$ cat config.mk
export PLATFORM = sky130hd
export DESIGN_NAME = svn_scan_rdr
export DESIGN_NICKNAME = d
export VERILOG_FILES = /design/src/rtl/svn_pkg.sv /design/src/rtl/svn_encdr.sv /design/src/rtl/svn_scan_rdr.sv
export SDC_FILE = /design/constraint.sdc
export NUM_CORES = 1
export LEC_CHECK = 0
export ABC_AREA = 1
export BUFFER_PORTS_ARGS = -buffer_cell sky130_fd_sc_hd__buf_4
export CORE_MARGIN = 4
export CORE_UTILIZATION = 35
export CTS_BUF_LIST = sky130_fd_sc_hd__clkbuf_4 sky130_fd_sc_hd__clkbuf_8 sky130_fd_sc_hd__clkbuf_16
export DETAILED_ROUTE_END_ITERATION = 6
export HOLD_SLACK_MARGIN = 0.15
export MAX_ROUTING_LAYER = met4
export PLACE_DENSITY = 0.56
export SETUP_SLACK_MARGIN = 0.1
export SLEW_MARGIN = 20
export SYNTH_ARGS = -nofsm -noshare
export SYNTH_HDL_FRONTEND = slang
export SYNTH_SLANG_ARGS = --single-unit
$ cat constraint.sdc
create_clock -name clk -period 2.43 [get_ports clk]
set_clock_uncertainty 0.2 [all_clocks]
set_input_delay 0.1215 -clock clk [delete_from_list [all_inputs] [get_ports clk]]
set_output_delay 0.1215 -clock clk [all_outputs]
set_load 0.1 [all_outputs]
$ cat src/rtl/svn_pkg.sv
`default_nettype none
// ============================================================================
// Module   : svn_pkg
// Purpose  : Shared constants and types for the seven-segment scan reader.
//            Segment patterns are {CA..CG}, active-low (0 = segment lit).
// Revision : 1.0 - initial release
// ============================================================================
package svn_pkg;

    localparam logic [6:0] SEG_0     = 7'b0000001;
    localparam logic [6:0] SEG_1     = 7'b1001111;
    localparam logic [6:0] SEG_2     = 7'b0010010;
    localparam logic [6:0] SEG_3     = 7'b0000110;
    localparam logic [6:0] SEG_4     = 7'b1001100;
    localparam logic [6:0] SEG_5     = 7'b0100100;
    localparam logic [6:0] SEG_6     = 7'b0100000;
    localparam logic [6:0] SEG_7     = 7'b0001111;
    localparam logic [6:0] SEG_8     = 7'b0000000;
    localparam logic [6:0] SEG_9     = 7'b0000100;
    localparam logic [6:0] SEG_A     = 7'b0001000;
    localparam logic [6:0] SEG_B     = 7'b1100000;
    localparam logic [6:0] SEG_C     = 7'b0110001;
    localparam logic [6:0] SEG_D     = 7'b1000010;
    localparam logic [6:0] SEG_E     = 7'b0110000;
    localparam logic [6:0] SEG_F     = 7'b0111000;
    localparam logic [6:0] SEG_BLANK = 7'b1111111;

    // Decode result: recovered nibble, all-off flag, pattern recognised
    typedef struct packed {
        logic [3:0] nib;
        logic       blank;
        logic       legal;
    } svn_dec_t;

endpackage
`default_nettype wire

$ cat src/rtl/svn_encdr.sv
`default_nettype none
// ============================================================================
// Module   : svn_encdr
// Purpose  : Combinational segment-pattern decoder, {CA..CG} -> nibble,
//            blank flag and legal flag. Define SVN_HEX_EN to also accept
//            the A..F hex glyphs; otherwise they decode as illegal.
// Revision : 1.0 - initial release
// ============================================================================
module svn_encdr
    import svn_pkg::*;
(
    input  logic [6:0] seg_i,
    output logic [3:0] nib_o,
    output logic       blank_o,
    output logic       legal_o
);

    svn_dec_t w_dec;

    // Map each known glyph back to its value; anything else is illegal
    always_comb begin
        w_dec = '{nib: 4'h0, blank: 1'b0, legal: 1'b1};
        case (seg_i)
            SEG_0:     w_dec.nib = 4'h0;
            SEG_1:     w_dec.nib = 4'h1;
            SEG_2:     w_dec.nib = 4'h2;
            SEG_3:     w_dec.nib = 4'h3;
            SEG_4:     w_dec.nib = 4'h4;
            SEG_5:     w_dec.nib = 4'h5;
            SEG_6:     w_dec.nib = 4'h6;
            SEG_7:     w_dec.nib = 4'h7;
            SEG_8:     w_dec.nib = 4'h8;
            SEG_9:     w_dec.nib = 4'h9;
            SEG_BLANK: w_dec.blank = 1'b1;
`ifdef SVN_HEX_EN
            SEG_A:     w_dec.nib = 4'hA;
            SEG_B:     w_dec.nib = 4'hB;
            SEG_C:     w_dec.nib = 4'hC;
            SEG_D:     w_dec.nib = 4'hD;
            SEG_E:     w_dec.nib = 4'hE;
            SEG_F:     w_dec.nib = 4'hF;
`endif
            default:   w_dec.legal = 1'b0;
        endcase
    end

    assign nib_o   = w_dec.nib;
    assign blank_o = w_dec.blank;
    assign legal_o = w_dec.legal;

endmodule
`default_nettype wire

$ cat src/rtl/svn_scan_rdr.sv
`default_nettype none
// ============================================================================
// Module   : svn_scan_rdr
// Purpose  : Seven-segment scan reader. Samples the active-low anode strobes
//            and segment lines, waits for STABLE_CYC identical samples and
//            decodes the strobed digit back into nibble / blank / dp.
//            Optional macro SVN_HEX_EN enables A..F glyph decoding.
// Revision : 1.0 - initial release
// ============================================================================
module svn_scan_rdr
    import svn_pkg::*;
#(
    parameter int NDIG       = 4,
    parameter int STABLE_CYC = 4
) (
    input  logic                    clk,
    input  logic                    rst,
    input  logic [NDIG-1:0]         an,
    input  logic [7:0]              seg,
    output logic [4*NDIG-1:0]       digits,
    output logic [NDIG-1:0]         blank,
    output logic [NDIG-1:0]         dp,
    output logic [NDIG-1:0]         valid,
    output logic                    upd,
    output logic [$clog2(NDIG)-1:0] upd_idx,
    output logic                    err
);

    localparam int              IDX_W   = $clog2(NDIG);
    localparam logic [7:0]      CNT_MAX = 8'(STABLE_CYC - 1);
    localparam logic [7:0]      CNT_CAP = 8'(STABLE_CYC - 2);
    localparam logic [NDIG-1:0] AN_ONE  = {{(NDIG-1){1'b0}}, 1'b1};

    logic [NDIG+7:0]   in_q;
    logic [7:0]        cnt_q,     cnt_d;
    logic [4*NDIG-1:0] digits_q,  digits_d;
    logic [NDIG-1:0]   blank_q,   blank_d;
    logic [NDIG-1:0]   dp_q,      dp_d;
    logic [NDIG-1:0]   valid_q,   valid_d;
    logic              upd_q,     upd_d;
    logic [IDX_W-1:0]  upd_idx_q, upd_idx_d;
    logic              err_q,     err_d;

    logic [NDIG+7:0]   w_in;
    logic              w_same;
    logic [NDIG-1:0]   w_an_n;
    logic              w_onehot;
    logic [IDX_W-1:0]  w_idx;
    logic              w_cap;
    logic [3:0]        w_nib;
    logic              w_blank;
    logic              w_legal;

    assign w_in     = {an, seg};
    assign w_same   = (w_in == in_q);
    assign w_an_n   = ~an;
    // Exactly one anode low: nonzero with a single set bit in the inverted bus
    assign w_onehot = (w_an_n != '0) && ((w_an_n & (w_an_n - AN_ONE)) == '0);
    // Fires once per stable period: the counter saturates one past this value
    assign w_cap    = w_same && (cnt_q == CNT_CAP) && w_onehot;

    svn_encdr u_encdr (
        .seg_i   (seg[7:1]),
        .nib_o   (w_nib),
        .blank_o (w_blank),
        .legal_o (w_legal)
    );

    // Binary index of the single strobed anode
    always_comb begin
        w_idx = '0;
        for (int i = 0; i < NDIG; i++) begin
            if (w_an_n[i]) w_idx = IDX_W'(i);
        end
    end

    // Stability counter: restart on any change, saturate once stable
    always_comb begin
        cnt_d = 8'd0;
        if (w_same) cnt_d = (cnt_q == CNT_MAX) ? cnt_q : cnt_q + 8'd1;
    end

    // Capture: legal patterns update the strobed digit, illegal ones only flag
    always_comb begin
        digits_d  = digits_q;
        blank_d   = blank_q;
        dp_d      = dp_q;
        valid_d   = valid_q;
        upd_d     = 1'b0;
        upd_idx_d = upd_idx_q;
        err_d     = 1'b0;
        if (w_cap) begin
            upd_d     = 1'b1;
            upd_idx_d = w_idx;
            if (w_legal) begin
                for (int i = 0; i < NDIG; i++) begin
                    if (w_an_n[i]) begin
                        digits_d[4*i +: 4] = w_nib;
                        blank_d[i]         = w_blank;
                        dp_d[i]            = ~seg[0];
                        valid_d[i]         = 1'b1;
                    end
                end
            end else begin
                err_d = 1'b1;
            end
        end
    end

    // Input sample register and stability counter
    always_ff @(posedge clk or posedge rst) begin
        if (rst) begin
            in_q  <= '1;
            cnt_q <= 8'd0;
        end else begin
            in_q  <= w_in;
            cnt_q <= cnt_d;
        end
    end

    // Per-digit output registers and event pulses
    always_ff @(posedge clk or posedge rst) begin
        if (rst) begin
            digits_q  <= '0;
            blank_q   <= '1;
            dp_q      <= '0;
            valid_q   <= '0;
            upd_q     <= 1'b0;
            upd_idx_q <= '0;
            err_q     <= 1'b0;
        end else begin
            digits_q  <= digits_d;
            blank_q   <= blank_d;
            dp_q      <= dp_d;
            valid_q   <= valid_d;
            upd_q     <= upd_d;
            upd_idx_q <= upd_idx_d;
            err_q     <= err_d;
        end
    end

    assign digits  = digits_q;
    assign blank   = blank_q;
    assign dp      = dp_q;
    assign valid   = valid_q;
    assign upd     = upd_q;
    assign upd_idx = upd_idx_q;
    assign err     = err_q;

endmodule
`default_nettype wire

Word-level counts from Yosys, hierarchy flattened
Cells that the tools add are included.
- register bits: 52
- bits of input ports: 14
- word-level logic and storage cells: 62
- add/subtract/negate cells: 2
- equality and inequality tests: 14
- multiplexer cells: 11
- bitwise operators: 3
- reductions and logical operators: 11
- operators by type and width (kind ; number):
    4-bit case mux with 9 select lines ; 1
    7-bit == test (second input constant) ; 3
    8-bit by 2-bit == test with 1-bit output (second input constant) ; 2
    8-bit 2-to-1 mux ; 2
    7-bit by 3-bit == test with 1-bit output (second input constant) ; 2
    7-bit by 6-bit == test with 1-bit output (second input constant) ; 2
    12-bit == test ; 1
    3-bit AND reduction ; 4
    11-bit OR reduction ; 1
    8-bit by 1-bit adder with 8-bit output (second input constant) ; 1
    7-bit by 1-bit == test with 1-bit output (second input constant) ; 1
    7-bit by 4-bit == test with 1-bit output (second input constant) ; 1
    7-bit by 5-bit == test with 1-bit output (second input constant) ; 1
    7-bit zero test ; 1
    1-bit 2-to-1 mux ; 6
    4-bit bitwise AND ; 1
    4-bit zero test ; 1
    2-bit 2-to-1 mux ; 2
    4-bit NOT ; 1
    4-bit nonzero test ; 1
    4-bit by 1-bit subtractor with 4-bit output (second input constant) ; 1
    1-bit logical AND ; 3
    2-bit != test (second input constant) ; 1
    1-bit NOT ; 1

Longest topological paths before layout
- word-level depth: 7
- depth in mapped cells: 11
- depth with buffers taken out: 11

Cells and area by module
From an unflattened synthesis, not the netlist that was laid out.
- cell total of the unflattened synthesis: 305
- area total of the unflattened synthesis: 2677.6 um^2
- modules (own cells, without submodules) (module ; times used ; cells each ; area an instance (um^2) ; sequential area each (um^2)):
    svn_scan_rdr ; 1 ; 253 ; 2446.1 ; 1321.3
    svn_encdr ; 1 ; 52 ; 231.5 ; 0.0

Worst setup path after synthesis
OpenSTA, ideal clock, no wires.
- path type: register -> register
- from: register in_q[10]
- to: register digits_q[10] (netlist: digits[10])
- library setup time: 0.122 ns
- arrival: 1.466 ns
- required time: 2.108 ns
- setup slack: 0.641 ns
- stages on the path, launching flop included: 10
- path buffers: 1
- period minus slack after synthesis: 1.789 ns
- path through: dfstp_2 -> xnor2_1 -> nand2_1 -> nor2_1 -> nand3_4 -> nor2_8 -> buf_8 -> nand3_4 -> nand2_1 -> nand2_1
- cells in the longest elaborated chain, start to end: 4
- ends and longest elaborated chain (item ; RTL line ; text):
    start, declared ; svn_scan_rdr.sv:34 ; logic [NDIG+7:0] in_q;
    start signal, assigned ; svn_scan_rdr.sv:116 ; in_q <= w_in;
    12-bit == test ; svn_scan_rdr.sv:55 ; assign w_same = (w_in == in_q);
    1-bit logical AND (2 in series) ; svn_scan_rdr.sv:60 ; assign w_cap = w_same && (cnt_q == CNT_CAP) && w_onehot;
    3-bit AND reduction (no source line) ; n/a ;
    end signal, assigned ; svn_scan_rdr.sv:132 ; digits_q <= digits_d;
    end, declared ; svn_scan_rdr.sv:36 ; logic [4*NDIG-1:0] digits_q, digits_d;
No other way between the ends.
A chain may end at the register's enable or synchronous reset.

Worst setup path in the final report
- from: input port seg[0]
- to: register digits_q[1] (netlist: digits[1])
- cells in the longest elaborated chain, start to end: 4
- ends and longest elaborated chain (item ; RTL line ; text):
    start, declared ; svn_scan_rdr.sv:19 ; input logic [7:0] seg,
    12-bit == test ; svn_scan_rdr.sv:55 ;
    1-bit logical AND (2 in series) ; svn_scan_rdr.sv:60 ;
    3-bit AND reduction (no source line) ; n/a ;
No other way between the ends.

==> impl_metrics.tcl <==
set metrics [dict create \
    p_leak_nw 1.74 \
    grt_pass1_wl_um 9520 \
    nNetsFinal 382 \
    critPathArrivalTime_ns 2.16 \
    detail-route-antenna-nets 0 \
    clock_tree.root_cell "sky130_fd_sc_hd__clkbuf_8" \
    syn_avg_cell_area_sq_um 8.42 \
    grt_antenna_before_repair 0 \
    totalPowerFinal_w 0.00165 \
    layout_min_cycle_time_ns 2.16 \
    setup_ws_ns 0.268 \
    via_per_inst 4.49 \
    first_global_vias 2044 \
    route.vias.total 2077 \
    yosys_warnings 0 \
    depth_of_the_cts_h_tree 2 \
    startpoint_type "input pin" \
    pwr_density_cell_nw_per_um2 508 \
    hpwl_after_detailed_placement_um 4200 \
    ioPinCount 46 \
    timing_max_transition_violations_final 0 \
    synth_fp_nets 316 \
    cts_num_sinks 52 \
    hold_violations 0 \
    worst_setup_hold_path_clk_slew_ns 0.09 \
    core_area_sq_um 6910 \
    drt-initial-drc-count 83 \
    worst-endpoint-required_ns 2.42 \
    max_slew.worst_pin.slew_ns 0.510 \
    worst-setup-path-type "input pin to flop" \
    initial_utilization_pct 36.6 \
    holdCritPathClass "flop to flop" \
    period_utilization_post_route_pct 89.0 \
    syn_to_final_growth_pct 28.3 \
    max_cap_violations 0 \
    postRouteWirelength_um 5570 \
    dieWidth_um 92.9 \
    post_synth_num_cell_types 27 \
    die_height_um 92.9 \
    avgRoutedWirePerCell_um 12.0 \
    clock.fmax_mhz 463 \
    finalSetupViolCount 0 \
    yosys-top-cells-area "sky130_fd_sc_hd__dfrtp_1 (36%), sky130_fd_sc_hd__nand2_1 (17%), sky130_fd_sc_hd__dfstp_2 (17%)" \
    setup-tns-final_ns 0 \
    min_from "valid[2]" \
    grt_start_max_net_pins 28 \
    worst_r2r_startpoint "cnt_q[0]" \
    unrepaired_setup_endpoints_after_global_routing "false" \
    gp_routability_congestion 0.876 \
    crit_start "seg[0]" \
    status "completed" \
    final_util_pct 46.9 \
    cp_max_fo 13 \
    synth_area_sq_um 2520 \
    syn_inst 300 \
    port_buffers 45 \
    detailedRoute.firstPassIterationCount 4 \
    mostFrequentLayoutCells "sky130_fd_sc_hd__nand2_1 (115), sky130_fd_sc_hd__buf_4 (50), sky130_fd_sc_hd__dfrtp_1 (36)" \
    slew-limit-headroom_pct 65.9 \
    yosys_register_bits 52 \
    ant_cells 0 \
    cts_buffer_depth 2 \
    die-area_sq_um 8640 \
    drc 0 \
    worstSetupEndpointType "flop" \
    max_vdd_drop_uv 287 \
    overflow 0 \
    grt.total_usage_pct 14.0 \
    tritoncts "yes" \
    share_of_final_layout_standard_cells_stronger_than_drive_strength_1_pct 25.9 \
    placement.setup.worst_slack_ns 0.364 \
    tritoncts.num_buffers 5 \
    synth.top_cell.area_share_pct 35.7 \
    synth.yosys.seq_area_share_pct 52.3 \
    layout_commonest_cell "sky130_fd_sc_hd__nand2_1" \
    std_cell_rows 30 \
    post_cts.repair.setup_buffers 0 \
    clkLatencyLatePin_ns 0.30 \
    synthDominantAreaCellType "sky130_fd_sc_hd__dfrtp_1" \
]
==> routing by layer <==
layer	GRT usage (%)	up-vias	wire length, um
li1	-	1086	-
met1	19.1	939	2760
met2	21.5	46	2480
met3	2.68	6	276
met4	3.66	0	51
met5	-	-	0
==> registers in the layout, summed over array words and instances, names as in the netlist <==
| register | cells |
|---|---|
| err | 1 |
| cnt_q | 8 |
| upd | 1 |
| dp | 4 |
| in_q | 12 |
| digits | 16 |
| upd_idx | 2 |
| valid | 4 |
| blank | 4 |
==> logic make-up after synthesis <==
group | after synthesis | share of synthesized area, %
flops | 52 | 52.3
fa+ha+maj | 2 | 0.991
xor+xnor | 5 | 1.73
buf+inv | 41 | 7.14
compound gates | 15 | 3.72
simple gates | 185 | 34.1
==> worst max-delay path, stage by stage <==
cell and delay (ns):
sky130_fd_sc_hd__dlygate4sd3_1 0.53, sky130_fd_sc_hd__buf_4 0.15, sky130_fd_sc_hd__inv_1 0.15, sky130_fd_sc_hd__nand2_1 0.07, sky130_fd_sc_hd__nand2_1 0.06, sky130_fd_sc_hd__nand2_1 0.05
sky130_fd_sc_hd__nor2_1 0.17, sky130_fd_sc_hd__nand3_4 0.18, sky130_fd_sc_hd__nor2_8 0.17, sky130_fd_sc_hd__buf_4 0.21, sky130_fd_sc_hd__nand3_2 0.15, sky130_fd_sc_hd__nand2_1 0.09
sky130_fd_sc_hd__nand2_1 0.05
==> layout make-up <==
type / instances / area (sq um)
Timing Repair Buffer: 64 / 515
Multi-Input combinational cell: 207 / 1020
Sequential cell: 52 / 1320
Clock inverter: 2 / 38.8
Clock buffer: 6 / 82.6
Tap cell: 96 / 120
Inverter: 36 / 138
Fill cell: 716 / 3670
==> final timing paths <==
| kind | slack [ns] | cells past startpoint | to |
|---|---|---|---|
| max reg2reg | 0.39 | 10 | digits[1] |
| max | 0.27 | 13 | digits[1] |
| min in group asynchronous | 0.71 | 4 | dp[0] |
| min | 0.27 | 2 | valid[2] |
| min reg2reg | 0.27 | 2 | valid[2] |
| max in group asynchronous | 0.65 | 5 | in_q[0] |
==> where the power goes <==
group | internal [W] | switching [W]
logic | 0.0000520 | 0.0000863
clock network | 0.000337 | 0.000283
registers | 0.000883 | 0.00000458
==> stage by stage <==
stage | instance area, sq um | instances | hold WS, ns
finish | 3240 | 463 | 0.268
global route | 3240 | 463 | 0.283
CTS | 3240 | 463 | 0.276
detailed placement | 2980 | 441 | -0.0796
global placement | 2980 | 441 | -0.0792
floorplan | 2520 | 300 | -0.0740
==> synthesized netlist by cell type <==
library cell                 n
sky130_fd_sc_hd__nor2_8      1
sky130_fd_sc_hd__nand4_1    22
sky130_fd_sc_hd__xnor2_1     4
sky130_fd_sc_hd__nor4_1      1
sky130_fd_sc_hd__o21ai_0     2
sky130_fd_sc_hd__nor2_1     18
sky130_fd_sc_hd__nand2_1   115
sky130_fd_sc_hd__dfstp_2    16
sky130_fd_sc_hd__a21oi_1     6
sky130_fd_sc_hd__inv_1      30
sky130_fd_sc_hd__o31ai_1     1
sky130_fd_sc_hd__ha_1        2
sky130_fd_sc_hd__dfrtp_1    36
sky130_fd_sc_hd__nand2_4     1
sky130_fd_sc_hd__nand3_2     3
sky130_fd_sc_hd__buf_8       1
sky130_fd_sc_hd__o21a_1      4
sky130_fd_sc_hd__nor2_2      5
sky130_fd_sc_hd__buf_4       4
sky130_fd_sc_hd__xor2_1      1
sky130_fd_sc_hd__inv_2       6
sky130_fd_sc_hd__nor3_2      1
sky130_fd_sc_hd__nand3_4     2
sky130_fd_sc_hd__o21ai_2     1
sky130_fd_sc_hd__nor3_1      3
sky130_fd_sc_hd__nand3_1    13
sky130_fd_sc_hd__o211ai_1    1
==> what timing repair did <==
action,CTS,global route
hold buffers,14,0
resized for setup,0,1
hold endpoints to repair,80,0
setup endpoints to repair,0,1
Power figures use the tool's default switching activity.
